`src/rtl/bit_stuff_tx.sv`:
```
// Serialiser that sends a parallel word MSB first and inserts an inverted bit after RUN_LIMIT equal line bits.
// Stuffing and run tracking are present only when BIT_STUFF_TX_STUFF_EN is defined.
module bit_stuff_tx #(
  parameter int unsigned WIDTH     = 8,
  parameter int unsigned RUN_LIMIT = 3
) (
  input  logic             clk,
  input  logic             reset,
  input  logic [WIDTH-1:0] data_in,
  input  logic             valid_in,
  output logic             ready_out,
  output logic             a,
  output logic             a_valid,
  output logic             stuff,
  output logic             busy
);

  localparam int unsigned CW = $clog2(WIDTH);

  localparam logic [1:0] IDLE  = 2'd0;
  localparam logic [1:0] SHIFT = 2'd1;
`ifdef BIT_STUFF_TX_STUFF_EN
  localparam logic [1:0] STUFF = 2'd2;
`endif

  logic [1:0]       state_q, state_d;
  logic [WIDTH-1:0] sreg_q, sreg_d;
  logic [CW-1:0]    left_q, left_d;
  logic             a_d, a_valid_d, stuff_d, ready_d;
  logic             accept, emit, emit_bit, go_idle;
`ifdef BIT_STUFF_TX_STUFF_EN
  logic             last_q, last_d;
  logic [2:0]       cnt_q, cnt_d;
  logic             need_stuff;
`endif

  // Next-state and next-output logic; ready_out is precomputed for the cycle being entered.
  always_comb begin
    state_d   = state_q;
    sreg_d    = sreg_q;
    left_d    = left_q;
    a_d       = a;
    a_valid_d = a_valid;
    stuff_d   = 1'b0;
    emit      = 1'b0;
    emit_bit  = 1'b0;
    go_idle   = 1'b0;
    accept    = valid_in & ready_out;
`ifdef BIT_STUFF_TX_STUFF_EN
    last_d     = last_q;
    cnt_d      = cnt_q;
    need_stuff = (state_q == SHIFT) && (cnt_q == 3'(RUN_LIMIT));
`endif

    if (accept) begin
      emit     = 1'b1;
      emit_bit = data_in[WIDTH-1];
      sreg_d   = data_in << 1;
      left_d   = CW'(WIDTH - 1);
      state_d  = SHIFT;
    end else begin
      case (state_q)
        SHIFT: begin
`ifdef BIT_STUFF_TX_STUFF_EN
          if (need_stuff) begin
            state_d   = STUFF;
            a_d       = ~last_q;
            a_valid_d = 1'b1;
            stuff_d   = 1'b1;
            last_d    = ~last_q;
            cnt_d     = 3'd1;
          end else
`endif
          if (left_q != '0) begin
            emit     = 1'b1;
            emit_bit = sreg_q[WIDTH-1];
            sreg_d   = sreg_q << 1;
            left_d   = left_q - CW'(1);
          end else begin
            go_idle = 1'b1;
          end
        end
`ifdef BIT_STUFF_TX_STUFF_EN
        STUFF: begin
          if (left_q != '0) begin
            emit     = 1'b1;
            emit_bit = sreg_q[WIDTH-1];
            sreg_d   = sreg_q << 1;
            left_d   = left_q - CW'(1);
            state_d  = SHIFT;
          end else begin
            go_idle = 1'b1;
          end
        end
`endif
        default: go_idle = 1'b1;
      endcase
    end

    if (emit) begin
      a_d       = emit_bit;
      a_valid_d = 1'b1;
`ifdef BIT_STUFF_TX_STUFF_EN
      cnt_d  = ((cnt_q != 3'd0) && (emit_bit == last_q)) ? cnt_q + 3'd1 : 3'd1;
      last_d = emit_bit;
`endif
    end

    if (go_idle) begin
      state_d   = IDLE;
      a_d       = 1'b0;
      a_valid_d = 1'b0;
      sreg_d    = '0;
      left_d    = '0;
`ifdef BIT_STUFF_TX_STUFF_EN
      cnt_d  = 3'd0;
      last_d = 1'b0;
`endif
    end

    // A word may follow only once no stuff bit is pending for its final data bit.
`ifdef BIT_STUFF_TX_STUFF_EN
    ready_d = (state_d == IDLE) ||
              ((left_d == '0) && ((state_d == STUFF) ||
                                  ((state_d == SHIFT) && (cnt_d != 3'(RUN_LIMIT)))));
`else
    ready_d = (state_d == IDLE) || ((left_d == '0) && (state_d == SHIFT));
`endif
  end

  always_ff @(posedge clk) begin
    if (reset) begin
      state_q   <= IDLE;
      sreg_q    <= '0;
      left_q    <= '0;
      a         <= 1'b0;
      a_valid   <= 1'b0;
      stuff     <= 1'b0;
      ready_out <= 1'b1;
      busy      <= 1'b0;
`ifdef BIT_STUFF_TX_STUFF_EN
      cnt_q  <= 3'd0;
      last_q <= 1'b0;
`endif
    end else begin
      state_q   <= state_d;
      sreg_q    <= sreg_d;
      left_q    <= left_d;
      a         <= a_d;
      a_valid   <= a_valid_d;
      stuff     <= stuff_d;
      ready_out <= ready_d;
      busy      <= (state_d != IDLE);
`ifdef BIT_STUFF_TX_STUFF_EN
      cnt_q  <= cnt_d;
      last_q <= last_d;
`endif
    end
  end

endmodule

```
`config.mk`:
```
export PLATFORM = sky130hd
export DESIGN_NAME = bit_stuff_tx
export DESIGN_NICKNAME = d
export VERILOG_FILES = /design/src/rtl/bit_stuff_tx.sv
export SDC_FILE = /design/constraint.sdc
export NUM_CORES = 1
export LEC_CHECK = 0
export ABC_CLOCK_PERIOD_IN_PS = 1800
export BUFFER_PORTS_ARGS = -buffer_cell sky130_fd_sc_hd__buf_2
export CAP_MARGIN = 20
export CORE_MARGIN = 1.5
export CORE_UTILIZATION = 50
export CTS_CLUSTER_DIAMETER = 120
export DETAILED_ROUTE_END_ITERATION = 7
export PLACE_DENSITY = 0.75
export RECOVER_POWER = 100
export SLEW_MARGIN = 25
export SYNTH_ARGS = -nofsm -noshare
export SYNTH_HDL_FRONTEND = slang
export SYNTH_SLANG_ARGS = --single-unit
```
`constraint.sdc`:
```
create_clock -name clk -period 1.8 [get_ports clk]
set_input_delay 0.45 -clock clk [delete_from_list [all_inputs] [get_ports clk]]
set_output_delay 0.45 -clock clk [all_outputs]
set_load 0.03 [all_outputs]
```
==> impl_results.md, run 1 <==
- Run status: finished, final reports clean
- XOR/XNOR Fraction of Synth Area: 0
- Maximum vdd ir drop: 0.000570 V
- Antenna diodes: 0
- Warnings from Yosys: 0
- Part of the Yosys area used for sequential elements: 0.480
- FFs w/ async S/R, synth: 0
- Total clock buffers created by CTS: 3
- Fill cell count: 113
- Most frequent cells after synthesis: dfxtp_1, mux2i_1, nor3_2
- Relative area change from synthesis to final layout: 6.38%
- Final nets: 87
- Final instance area: 709 µm²
- Post-synth EDFFs: 0
- Dominant cells by area after synthesis: dfxtp_1, mux2i_1, nor3_2
- Buf/Inv on CP: 1
- HPWL after detailed placement: 710 µm
- Category of the critical setup timing path: flop to output port
- Slowest CP cell: dfxtp_1
- Shortest clock period the worst path allows after layout: 1.37 ns
- Worst flop-to-flop path startpoint: left_q[0]$_SDFF_PP0_
- Global router's overall resource usage: 0.175
- Detail-routed via count per cell: 5.14
- Avg Inst Size Synth: 11.7 µm²
- Total length of routed wires: 953 µm
- Largest family of logic cells by synthesized area: simple AND/OR/NAND/NOR gates
- Number of resized instances in the post-cts repair step: 0
- Max-slew violation total from the final report: 0
- Area share of the leading cell type in the synthesized netlist: 0.480
- Library cell with the highest instance count after synthesis: dfxtp_1
- Number of stages on the worst setup path: 1
- Fin crit share: 0.760
- Design Power: 0.661 mW
- GP Congestion: 0.714
- Post-Route Skew: 0.00229 ns
- Max Fclk: 0.731 GHz
- Sequential cell area: 320 µm²
- Pin count of the biggest net entering global routing: 16
- Critical path data arrival time: 0.92 ns
- Number of detailed-route iterations in the first pass: 4
- Gate count of the mapped netlist: 57
- Number of hold violations in the final report: 0
- Share of the synthesized area in compound gates (AO/OA/AOI/OAI): 0.0863
- Register-to-Register Path Depth: 4
- Number of antenna violations at the first check in global routing: 0
- Required time at the endpoint of the critical path: 1.35 ns
- Internal reg-to-reg setup slack: 0.49 ns
- H-Tree Level Count: 1
- Start point of the critical path: ready_out$_SDFF_PP1_
- ANT nets after route: 0
- Most frequently used flop master after synthesis: dfxtp_1
- Core Rows: 12
- Number of post-CTS setup repair buffers: 0
- Number of buffers between clock root and the deepest sink: 2
- Static leakage: 0.316 nW
- Library cell occupying the most area in the post-synthesis netlist: dfxtp_1
- Kind of start point of the critical path: flop
- Synth Area in Simple Gates: 0.227
- Endpoint kind of the worst setup timing path: output port
- Clock tree from TritonCTS: done
- Synthesized area: 667 µm²
- Post-CTS Hold Buffers: 0
- Crit path max fanout: 2
- Clock edge transition at the registers on the reported setup and hold paths: 0.08 ns
- CP max stage delay: 0.34 ns
- First-pass GRT wire length: 1720 µm
- RSZ-0062 raised after global routing: no
- Setup tns final: 0 ns
- Adder-cell share of the synthesized area: 0.0375
- Average wire per cell in the routed design: 11.1 µm
- TritonCTS sink count: 16
- Count of vias placed by the detailed router: 442
- Area used by multi-input combinational logic: 269 µm²
- Category of cells accounting for the largest share of critical-path delay: flip-flops
- Capturing point of the worst reg2reg path: ready_out$_SDFF_PP1_
- Critical path capture point: ready_out
- Full die area: 1560 µm²
- Distinct cell type count after synthesis: 22
- Final setup violation count: 0
- Clock root buffer: clkbuf_4
- Number of remaining DRC errors: 0
- Instance area after placement: 734 µm²
- Starting density of the core: 0.569
- Power density cells: 932 nW/µm²
- Number of cells on the worst hold path: 2
- Floorplan Core Area: 1170 µm²
- I/O Pins: 16
- Count of routing violations after the opening detailed-route iteration: 6
- Source-to-sink clock delay at the later pin of the worst-skew pair: 0.28 ns
- Mux contribution to synthesized area: 0.105
- Cell-by-cell listing of the critical path: clkbuf_1
- Max-Cap Viols: 0
- Via count of the first global-routing pass: 408
- Vert. Die Dim: 39.5 µm
- Die extent in x: 39.5 µm
- Overflow left after global routing: 0
- Count of port buffers added during placement: 14
- Path class of the lowest-slack min-delay path: input port to flop
- Register bit total from synthesis: 16
- Share of post-route cells with drive strength above 1: 0.236
-- placed cells by master (no fill, tap or decap), drive strengths merged, types with 3 or more instances in the layout --
cell type,instances
nor2,3
dfxtp,16
mux2i,7
clkbuf,7
buf,11
nor3,7
-- cells by family (layout without fill, tap and decap cells) --
group | Yosys count | in the layout
AOI/OAI and AO/OA | 7 | 7
adders and majority gates | 2 | 2
buffers and inverters | 6 | 20
DFF | 16 | 16
muxes | 7 | 7
other | 1 | 2
and+or+nand+nor | 18 | 18
-- worst min path at each step --
| stage | from | to |
|---|---|---|
| floorplan | left_q[0]$_SDFF_PP0_ | left_q[0]$_SDFF_PP0_ |
| CTS | data_in[0] | sreg_q[1]$_SDFFE_PP0P_ |
| global placement | left_q[0]$_SDFF_PP0_ | left_q[0]$_SDFF_PP0_ |
| detailed placement | left_q[0]$_SDFF_PP0_ | left_q[0]$_SDFF_PP0_ |
| global route | data_in[0] | sreg_q[1]$_SDFFE_PP0P_ |
| finish | data_in[0] | sreg_q[1]$_SDFFE_PP0P_ |
-- area by class of cell --
cell class / count / area share
Sequential cell: 16 / 0.451
Multi-Input combinational cell: 36 / 0.379
Timing Repair Buffer: 15 / 0.102
Clock buffer: 3 / 0.0317
Tap cell: 14 / 0.0247
Inverter: 2 / 0.0106
-- metal layers --
metal,up-vias,global-route usage,wire length [µm]
met2,14,0.270,451
met5,-,0,0
met3,0,0.102,65
met4,0,0.0517,0
met1,202,0.200,436
li1,226,-,-
-- registers in the layout (all words and copies together), names as in the netlist --
name       count
a_valid        1
a              1
sreg_q         7
ready_out      1
left_q         3
state_q        2
busy           1
-- power by group --
part | switching [mW] | total (mW) | internal, mW
Combinational | 0.0596 | 0.102 | 0.0427
Sequential | 0.00805 | 0.381 | 0.373
Clock | 0.100 | 0.178 | 0.0776
Total | 0.168 | 0.661 | 0.493
-- metrics by stage --
stage | utilization | setup WS [ns] | hold WS (ns) | instances
6_report | 0.606 | 0.432 | 0.425 | 86
4_1_cts | 0.646 | 0.468 | 0.414 | 86
2_1_floorplan | - | 0.598 | 0.432 | 58
5_1_grt | 0.606 | 0.384 | 0.408 | 86
3_3_place_gp | 0.627 | 0.451 | 0.461 | 83
3_5_place_dp | 0.627 | 0.413 | 0.487 | 83
No activity file was read; power rests on OpenSTA's default activity.
==> run 2: changes to the inputs <==
--- a/config.mk
+++ b/config.mk
@@ -5,14 +5,15 @@
 export SDC_FILE = /design/constraint.sdc
 export NUM_CORES = 1
 export LEC_CHECK = 0
-export ABC_CLOCK_PERIOD_IN_PS = 1800
+export ABC_AREA = 1
+export ABC_CLOCK_PERIOD_IN_PS = 1220
 export BUFFER_PORTS_ARGS = -buffer_cell sky130_fd_sc_hd__buf_2
 export CAP_MARGIN = 20
 export CORE_MARGIN = 1.5
-export CORE_UTILIZATION = 50
+export CORE_UTILIZATION = 44
 export CTS_CLUSTER_DIAMETER = 120
 export DETAILED_ROUTE_END_ITERATION = 7
-export PLACE_DENSITY = 0.75
+export PLACE_DENSITY = 0.7
 export RECOVER_POWER = 100
 export SLEW_MARGIN = 25
 export SYNTH_ARGS = -nofsm -noshare
==> constraint.sdc (replaced) <==
create_clock -name clk -period 1.22 [get_ports clk]
set_input_delay 0.305 -clock clk [delete_from_list [all_inputs] [get_ports clk]]
set_output_delay 0.305 -clock clk [all_outputs]
set_load 0.03 [all_outputs]
==> run 2 against run 1 <==
Compared with the run above: hold slack worse by 0.24 ns; worst setup slack worse by 0.39 ns; clock-buffer cell count increased by 1; via count increased by 20%; synthesized area decreased by 0.38%; register-to-register slack got worse by 0.45 ns; critical path depth rose by 9; largest cell class unchanged; largest power group unchanged.
==> impl_results.md, run 2 <==
- Run status: finished, final reports clean (unchanged)
- Detail-routed via count per cell: 4.39 (was 5.14)
- Number of antenna violations at the first check in global routing: 0 (unchanged)
- Slowest CP cell: dfxtp_2 (was dfxtp_1)
- Total clock buffers created by CTS: 3 (unchanged)
- Count of routing violations after the opening detailed-route iteration: 21 (was 6)
- Critical path data arrival time: 1.37 ns (was 0.92 ns)
- Required time at the endpoint of the critical path: 1.41 ns (was 1.35 ns)
- Area used by multi-input combinational logic: 300 µm² (was 269 µm²)
- Kind of start point of the critical path: flop (unchanged)
- Number of remaining DRC errors: 0 (unchanged)
- Post-Route Skew: 0.00250 ns (was 0.00229 ns)
- Static leakage: 0.427 nW (was 0.316 nW)
- Instance area after placement: 756 µm² (was 734 µm²)
- Share of post-route cells with drive strength above 1: 0.434 (was 0.236)
- Most frequently used flop master after synthesis: dfxtp_1 (unchanged)
- Relative area change from synthesis to final layout: 26.0% (was 6.38%)
- Most frequent cells after synthesis: nand2_1, dfxtp_1, inv_1 (was dfxtp_1, mux2i_1, nor3_2)
- Crit path max fanout: 3 (was 2)
- Pin count of the biggest net entering global routing: 12 (was 16)
- Category of cells accounting for the largest share of critical-path delay: simple AND/OR/NAND/NOR gates (was flip-flops)
- Max-slew violation total from the final report: 0 (unchanged)
- Met3 Track Usage GR: 0.0522 (was 0.102)
- RSZ-0062 raised after global routing: yes (was no)
- Fin crit share: 0.967
- Max FFs per register: 7 (unchanged)
- Count of port buffers added during placement: 14 (unchanged)
- Power density cells: 1370 nW/µm² (was 932 nW/µm²)
- Top library cells by usage in the layout, fill and taps aside: nand2_1, dfxtp_1, buf_2, inv_1, nor2_1 (was dfxtp_1, buf_2, mux2i_1, nor3_1, clkbuf_1)
- Overflow left after global routing: 0 (unchanged)
- Post-CTS Hold Buffers: 0 (unchanged)
- Top Registers: sreg_q: 7 flops, left_q: 3 flops, state_q: 2 flops (unchanged)
- Most common library cell in the layout ignoring fill and taps: nand2_1 (was dfxtp_1)
- Warnings from Yosys: 0 (unchanged)
- Count of vias placed by the detailed router: 531 (was 442)
- TritonCTS sink count: 16 (unchanged)
- Library cell occupying the most area in the post-synthesis netlist: dfxtp_1 (unchanged)
- Number of buffers between clock root and the deepest sink: 2 (unchanged)
- Layer with the highest usage: met2 (unchanged)
- Met1 layer usage reported by global route: 0.186 (was 0.200)
- Area share of the leading cell type in the synthesized netlist: 0.482 (was 0.480)
- Shortest clock period the worst path allows after layout: 1.18 ns
- GP Congestion: 0.746 (was 0.714)
- Number of detailed-route iterations in the first pass: 4 (unchanged)
- Number of hold violations in the final report: 0 (unchanged)
- Category of the critical setup timing path: flop to flop (was flop to output port)
- Path class of the lowest-slack min-delay path: input port to flop (unchanged)
- Core Rows: 13 (was 12)
- Full die area: 1750 µm² (was 1560 µm²)
- Post-synth EDFFs: 0 (unchanged)
- Die extent in x: 41.9 µm (was 39.5 µm)
- Endpoint kind of the worst setup timing path: flop (was output port)
- Post-layout utilization of the core: 0.620 (was 0.606)
- Final setup violation count: 0 (unchanged)
- CP max stage delay: 0.35 ns (was 0.34 ns)
- Starting density of the core: 0.492 (was 0.569)
- Part of the Yosys area used for sequential elements: 0.482 (was 0.480)
- Average wire per cell in the routed design: 9.65 µm (was 11.1 µm)
- Buf/Inv on CP: 2 (was 1)
- Final nets: 120 (was 87)
- Floorplan Core Area: 1350 µm² (was 1170 µm²)
- Cell-by-cell listing of the critical path: inv_4, ha_4, inv_2, nor2_2, nor2_1, nand2_1, nand2_1, nand2_2, nand2_1, nand2_1 (was clkbuf_1)
- Sequential cell area: 323 µm² (was 320 µm²)
- Max-Cap Viols: 0 (unchanged)
- Source-to-sink clock delay at the later pin of the worst-skew pair: 0.29 ns (was 0.28 ns)
- Avg Inst Size Synth: 7.82 µm² (was 11.7 µm²)
- Cell repeated most along the worst path: nand2_1
- Distinct cell type count after synthesis: 17 (was 22)
- Fill cell count: 136 (was 113)
- Clock edge transition at the registers on the reported setup and hold paths: 0.09 ns (was 0.08 ns)
- Dominant cells by area after synthesis: dfxtp_1, nand2_1, a21oi_2 (was dfxtp_1, mux2i_1, nor3_2)
- Global router's overall resource usage: 0.156 (was 0.175)
- Clock tree from TritonCTS: done (unchanged)
- Register bit total from synthesis: 16 (unchanged)
- I/O Pins: 16 (unchanged)
- FFs w/ async S/R, synth: 0 (unchanged)
- Vert. Die Dim: 41.9 µm (was 39.5 µm)
- HPWL after detailed placement: 858 µm (was 710 µm)
- Total length of routed wires: 1170 µm (was 953 µm)
- Final instance area: 837 µm² (was 709 µm²)
- Design Power: 1.14 mW (was 0.661 mW)
- Gate count of the mapped netlist: 85 (was 57)
- Maximum vdd ir drop: 0.000890 V (was 0.000570 V)
- ANT nets after route: 0 (unchanged)
- Clock root buffer: clkbuf_4 (unchanged)
- Top reg by flops: sreg_q (unchanged)
- First-pass GRT wire length: 1950 µm (was 1720 µm)
- Synthesized area: 664 µm² (was 667 µm²)
- Max Fclk: 0.848 GHz
- Via count of the first global-routing pass: 444 (was 408)
- Antenna diodes: 0 (unchanged)
- H-Tree Level Count: 1 (unchanged)
- Library cell with the highest instance count after synthesis: nand2_1 (was dfxtp_1)
- Routing usage on met2: 0.209 (was 0.270)
-- run 2: cell families after synthesis --
logic type / count (synthesis) / share of synthesized area
AO/OA/AOI/OAI: 9 / 0.102
AND/OR/NAND/NOR: 41 / 0.264
other: 1 / 0.00564
buffers and inverters: 16 / 0.109
adder cells (fa/ha/maj): 2 / 0.0377
flip-flops: 16 / 0.482
-- run 2: final cells by class --
type / instances / area share
Clock buffer: 4 / 0.0433
Inverter: 13 / 0.0613
Multi-Input combinational cell: 54 / 0.359
Sequential cell: 16 / 0.386
Tap cell: 15 / 0.0224
Timing Repair Buffer: 19 / 0.129
-- run 2: path summary, 6_finish.rpt --
path / startpoint / to / slack [ns] / cells after the start
worst max-delay path: left_q[0]$_SDFF_PP0_ / ready_out$_SDFF_PP1_ / 0.04 / 10
worst min-delay path: reset / left_q[1]$_SDFF_PP0_ / 0.19 / 2
worst max register to register: left_q[0]$_SDFF_PP0_ / ready_out$_SDFF_PP1_ / 0.04 / 10
worst min register to register: sreg_q[1]$_SDFFE_PP0P_ / sreg_q[2]$_SDFFE_PP0P_ / 0.45 / 2
-- run 2: per-stage QoR --
| stage | hold WS (ns) | instances | setup WS (ns) | TNS (ns) |
|---|---|---|---|---|
| after CTS | 0.186 | 119 | 0.00481 | 0 |
| final | 0.189 | 121 | 0.0408 | 0 |
| after global routing | 0.181 | 121 | -0.0293 | -0.0293 |
| after floorplan | 0.374 | 86 | 0.0606 | 0 |
| after global placement | 0.438 | 115 | 0.0153 | 0 |
| after detailed placement | 0.440 | 115 | -0.0168 | -0.0326 |
-- run 2: timing repair --
action	CTS	global route
gates resized for setup	2	10
pin swaps	2	5
setup endpoints to repair	4	3
setup buffers	0	2
hold endpoints to repair	0	0
cloned	0	0
-- run 2: worst reg2reg max path, delay by kind of cell, from the launching register on --
kind                     cells  cell delay [ns]
AND/OR/NAND/NOR              7             0.48
flip-flops                   1             0.35
buffers and inverters        2             0.09
adder cells (fa/ha/maj)      1             0.16
-- run 2: layer usage --
metal,part of all wire,up-vias
li1,-,291
met1,0.48,225
met2,0.44,11
met3,0.033,4
met4,0.045,0
met5,0,-
-- run 2: power breakdown --
part,internal [mW],leakage [nW],switching (mW)
clock,0.182,0.0210,0.168
sequential,0.552,0.131,0.0139
combinational,0.0886,0.274,0.140
total,0.823,0.427,0.322
==> run 3: changes to the inputs <==
--- a/config.mk
+++ b/config.mk
@@ -13,7 +13,7 @@
 export CORE_UTILIZATION = 44
 export CTS_CLUSTER_DIAMETER = 120
 export DETAILED_ROUTE_END_ITERATION = 7
-export PLACE_DENSITY = 0.7
+export PLACE_DENSITY = 0.78
 export RECOVER_POWER = 100
 export SLEW_MARGIN = 25
 export SYNTH_ARGS = -nofsm -noshare
==> run 3 against run 2 <==
Compared with the run above: core utilization decreased by 1.6 points; clock skew increased by 0.0012 ns; final area decreased by 2.5%; via count increased by 3.8%; non-clock buffer count decreased by 1; register-to-register slack got worse by 0.02 ns; sequential power about the same; routed wire length increased by 5.5%; flip-flop and latch count unchanged; worst setup slack got worse by 0.023 ns; first-iteration DRC count decreased by 48%; critical path type unchanged; largest cell class unchanged.
==> impl_results.md, run 3 (same netlist as run 2, synthesis figures left out) <==
- Run status: finished, final reports clean (unchanged)
- Number of detailed-route iterations in the first pass: 4 (unchanged)
- Required time at the endpoint of the critical path: 1.40 ns (was 1.41 ns)
- Max-Cap Viols: 0 (unchanged)
- Final setup violation count: 0 (unchanged)
- Top reg by flops: sreg_q (unchanged)
- Core Rows: 13 (unchanged)
- Area used by multi-input combinational logic: 289 µm² (was 300 µm²)
- I/O Pins: 16 (unchanged)
- Count of vias placed by the detailed router: 551 (was 531)
- GP Congestion: 0.812 (was 0.746)
- Fill cell count: 130 (was 136)
- Instance area after placement: 756 µm² (unchanged)
- Full die area: 1750 µm² (unchanged)
- Switching Fraction: 0.276 (was 0.281)
- Clock tree from TritonCTS: done (unchanged)
- Clock root buffer: clkbuf_4 (unchanged)
- Path class of the lowest-slack min-delay path: input port to flop (unchanged)
- Max FFs per register: 7 (unchanged)
- Critical path data arrival time: 1.38 ns (was 1.37 ns)
- Total clock buffers created by CTS: 3 (unchanged)
- HPWL after detailed placement: 872 µm (was 858 µm)
- Clock edge transition at the registers on the reported setup and hold paths: 0.09 ns (about the same)
- First-pass GRT wire length: 1920 µm (was 1950 µm)
- ANT nets after route: 0 (unchanged)
- Number of antenna violations at the first check in global routing: 0 (unchanged)
- Post-Route Skew: 0.00372 ns (was 0.00250 ns)
- Floorplan Core Area: 1350 µm² (unchanged)
- Fraction of power consumed by the clock network: 0.305 (was 0.306)
- Die extent in x: 41.9 µm (unchanged)
- Kind of start point of the critical path: flop (unchanged)
- Final nets: 119 (was 120)
- Category of the critical setup timing path: flop to flop (unchanged)
- Average wire per cell in the routed design: 10.3 µm (was 9.65 µm)
- Number of buffers between clock root and the deepest sink: 2 (unchanged)
- NetSw: 0.311 mW (was 0.322 mW)
- Count of routing violations after the opening detailed-route iteration: 11 (was 21)
- Global router's overall resource usage: 0.145 (was 0.156)
- Count of port buffers added during placement: 14 (unchanged)
- Max Fclk: 0.832 GHz (was 0.848 GHz)
- Number of remaining DRC errors: 0 (unchanged)
- Antenna diodes: 0 (unchanged)
- Max-slew violation total from the final report: 0 (unchanged)
- Share of post-route cells with drive strength above 1: 0.371 (was 0.434)
- Detail-routed via count per cell: 4.59 (was 4.39)
- Power density cells: 1380 nW/µm² (was 1370 nW/µm²)
- Number of hold violations in the final report: 0 (unchanged)
- Total length of routed wires: 1230 µm (was 1170 µm)
- Shortest clock period the worst path allows after layout: 1.20 ns (was 1.18 ns)
- Sequential cell area: 323 µm² (unchanged)
- Top library cells by usage in the layout, fill and taps aside: nand2_1, dfxtp_1, buf_2, inv_1, nor2_1 (unchanged)
- Endpoint kind of the worst setup timing path: flop (unchanged)
- Share of power burned in registers: 0.500 (was 0.495)
- Final instance area: 816 µm² (was 837 µm²)
- Relative area change from synthesis to final layout: 22.8% (was 26.0%)
- Via count of the first global-routing pass: 488 (was 444)
- Part of the power in combinational logic: 0.196 (was 0.200)
- Maximum vdd ir drop: 0.000957 V (was 0.000890 V)
- Pin count of the biggest net entering global routing: 12 (unchanged)
- Crit path max fanout: 3 (unchanged)
- Starting density of the core: 0.492 (unchanged)
- Top Registers: sreg_q: 7 flops, left_q: 3 flops, state_q: 2 flops (unchanged)
- Fin crit share: 0.986 (was 0.967)
- Most common library cell in the layout ignoring fill and taps: nand2_1 (unchanged)
- Static leakage: 0.426 nW (was 0.427 nW)
- Hold slack: 0.192 ns (was 0.189 ns)
- Source-to-sink clock delay at the later pin of the worst-skew pair: 0.28 ns (was 0.29 ns)
- Vert. Die Dim: 41.9 µm (unchanged)
- H-Tree Level Count: 1 (unchanged)
- Overflow left after global routing: 0 (unchanged)
- Internal Pwr Total: 0.816 mW (was 0.823 mW)
- TritonCTS sink count: 16 (unchanged)
==> run 3: through the flow <==
step | std cells | total power, mW | setup TNS [ns] | utilization | setup slack, ns
after floorplan | 86 | 0.725 | 0 | - | 0.0606
after global placement | 115 | 0.773 | -0.0152 | 0.560 | -0.0152
after detailed placement | 115 | 0.780 | -0.0361 | 0.560 | -0.0361
after CTS | 120 | 1.12 | 0 | 0.594 | 0.00501
after global routing | 120 | 1.19 | -0.0620 | 0.604 | -0.0510
final | 120 | 1.13 | 0 | 0.604 | 0.0175
==> run 3: critical path: stages (launching register included) <==
cell	delay, ns
dfxtp_2	0.33
inv_2	0.05
ha_4	0.16
inv_1	0.05
nor2_1	0.04
nor2_1	0.14
nand2_1	0.09
nand2_2	0.07
nand2_2	0.06
nand2_1	0.06
nand2_1	0.04
==> run 3: timing repair <==
item / 4_1_cts / 5_1_grt
hold endpoints to repair: 0 / 0
pin swaps: 1 / 3
gates resized for setup: 1 / 9
setup endpoints to repair: 2 / 13
buffers inserted: 1 / 0
hold buffers: 0 / 0
==> run 3: per-layer routing <==
metal / share of wire / vias to the layer above / global-route usage
li1: - / 292 / -
met1: 0.44 / 246 / 0.168
met2: 0.51 / 11 / 0.241
met3: 0.037 / 2 / 0.0391
met4: 0.0081 / 0 / 0.0774
met5: 0 / - / 0
==> run 3: path summary, 6_finish.rpt <==
path | slack, ns | endpoint | start | cells after the start
worst max-delay path | 0.02 | ready_out$_SDFF_PP1_ | left_q[0]$_SDFF_PP0_ | 10
worst min register to register | 0.46 | sreg_q[2]$_SDFFE_PP0P_ | sreg_q[1]$_SDFFE_PP0P_ | 2
worst max register to register | 0.02 | ready_out$_SDFF_PP1_ | left_q[0]$_SDFF_PP0_ | 10
worst min-delay path | 0.19 | left_q[1]$_SDFF_PP0_ | reset | 2
==> run 3: final cells by class <==
cell class | instances | share of cell area
multi-input combinational | 54 | 0.354
inverter | 13 | 0.0598
timing repair buffer | 18 | 0.123
sequential | 16 | 0.396
tap | 15 | 0.0230
clock buffer | 4 | 0.0445
==> run 3: power groups by stage <==
stage	combinational, mW	sequential (mW)	clock (mW)
floorplan	0.130	0.595	0
global placement	0.200	0.573	0
detailed placement	0.206	0.574	0
CTS	0.209	0.562	0.353
global route	0.248	0.567	0.374
finish	0.221	0.563	0.344
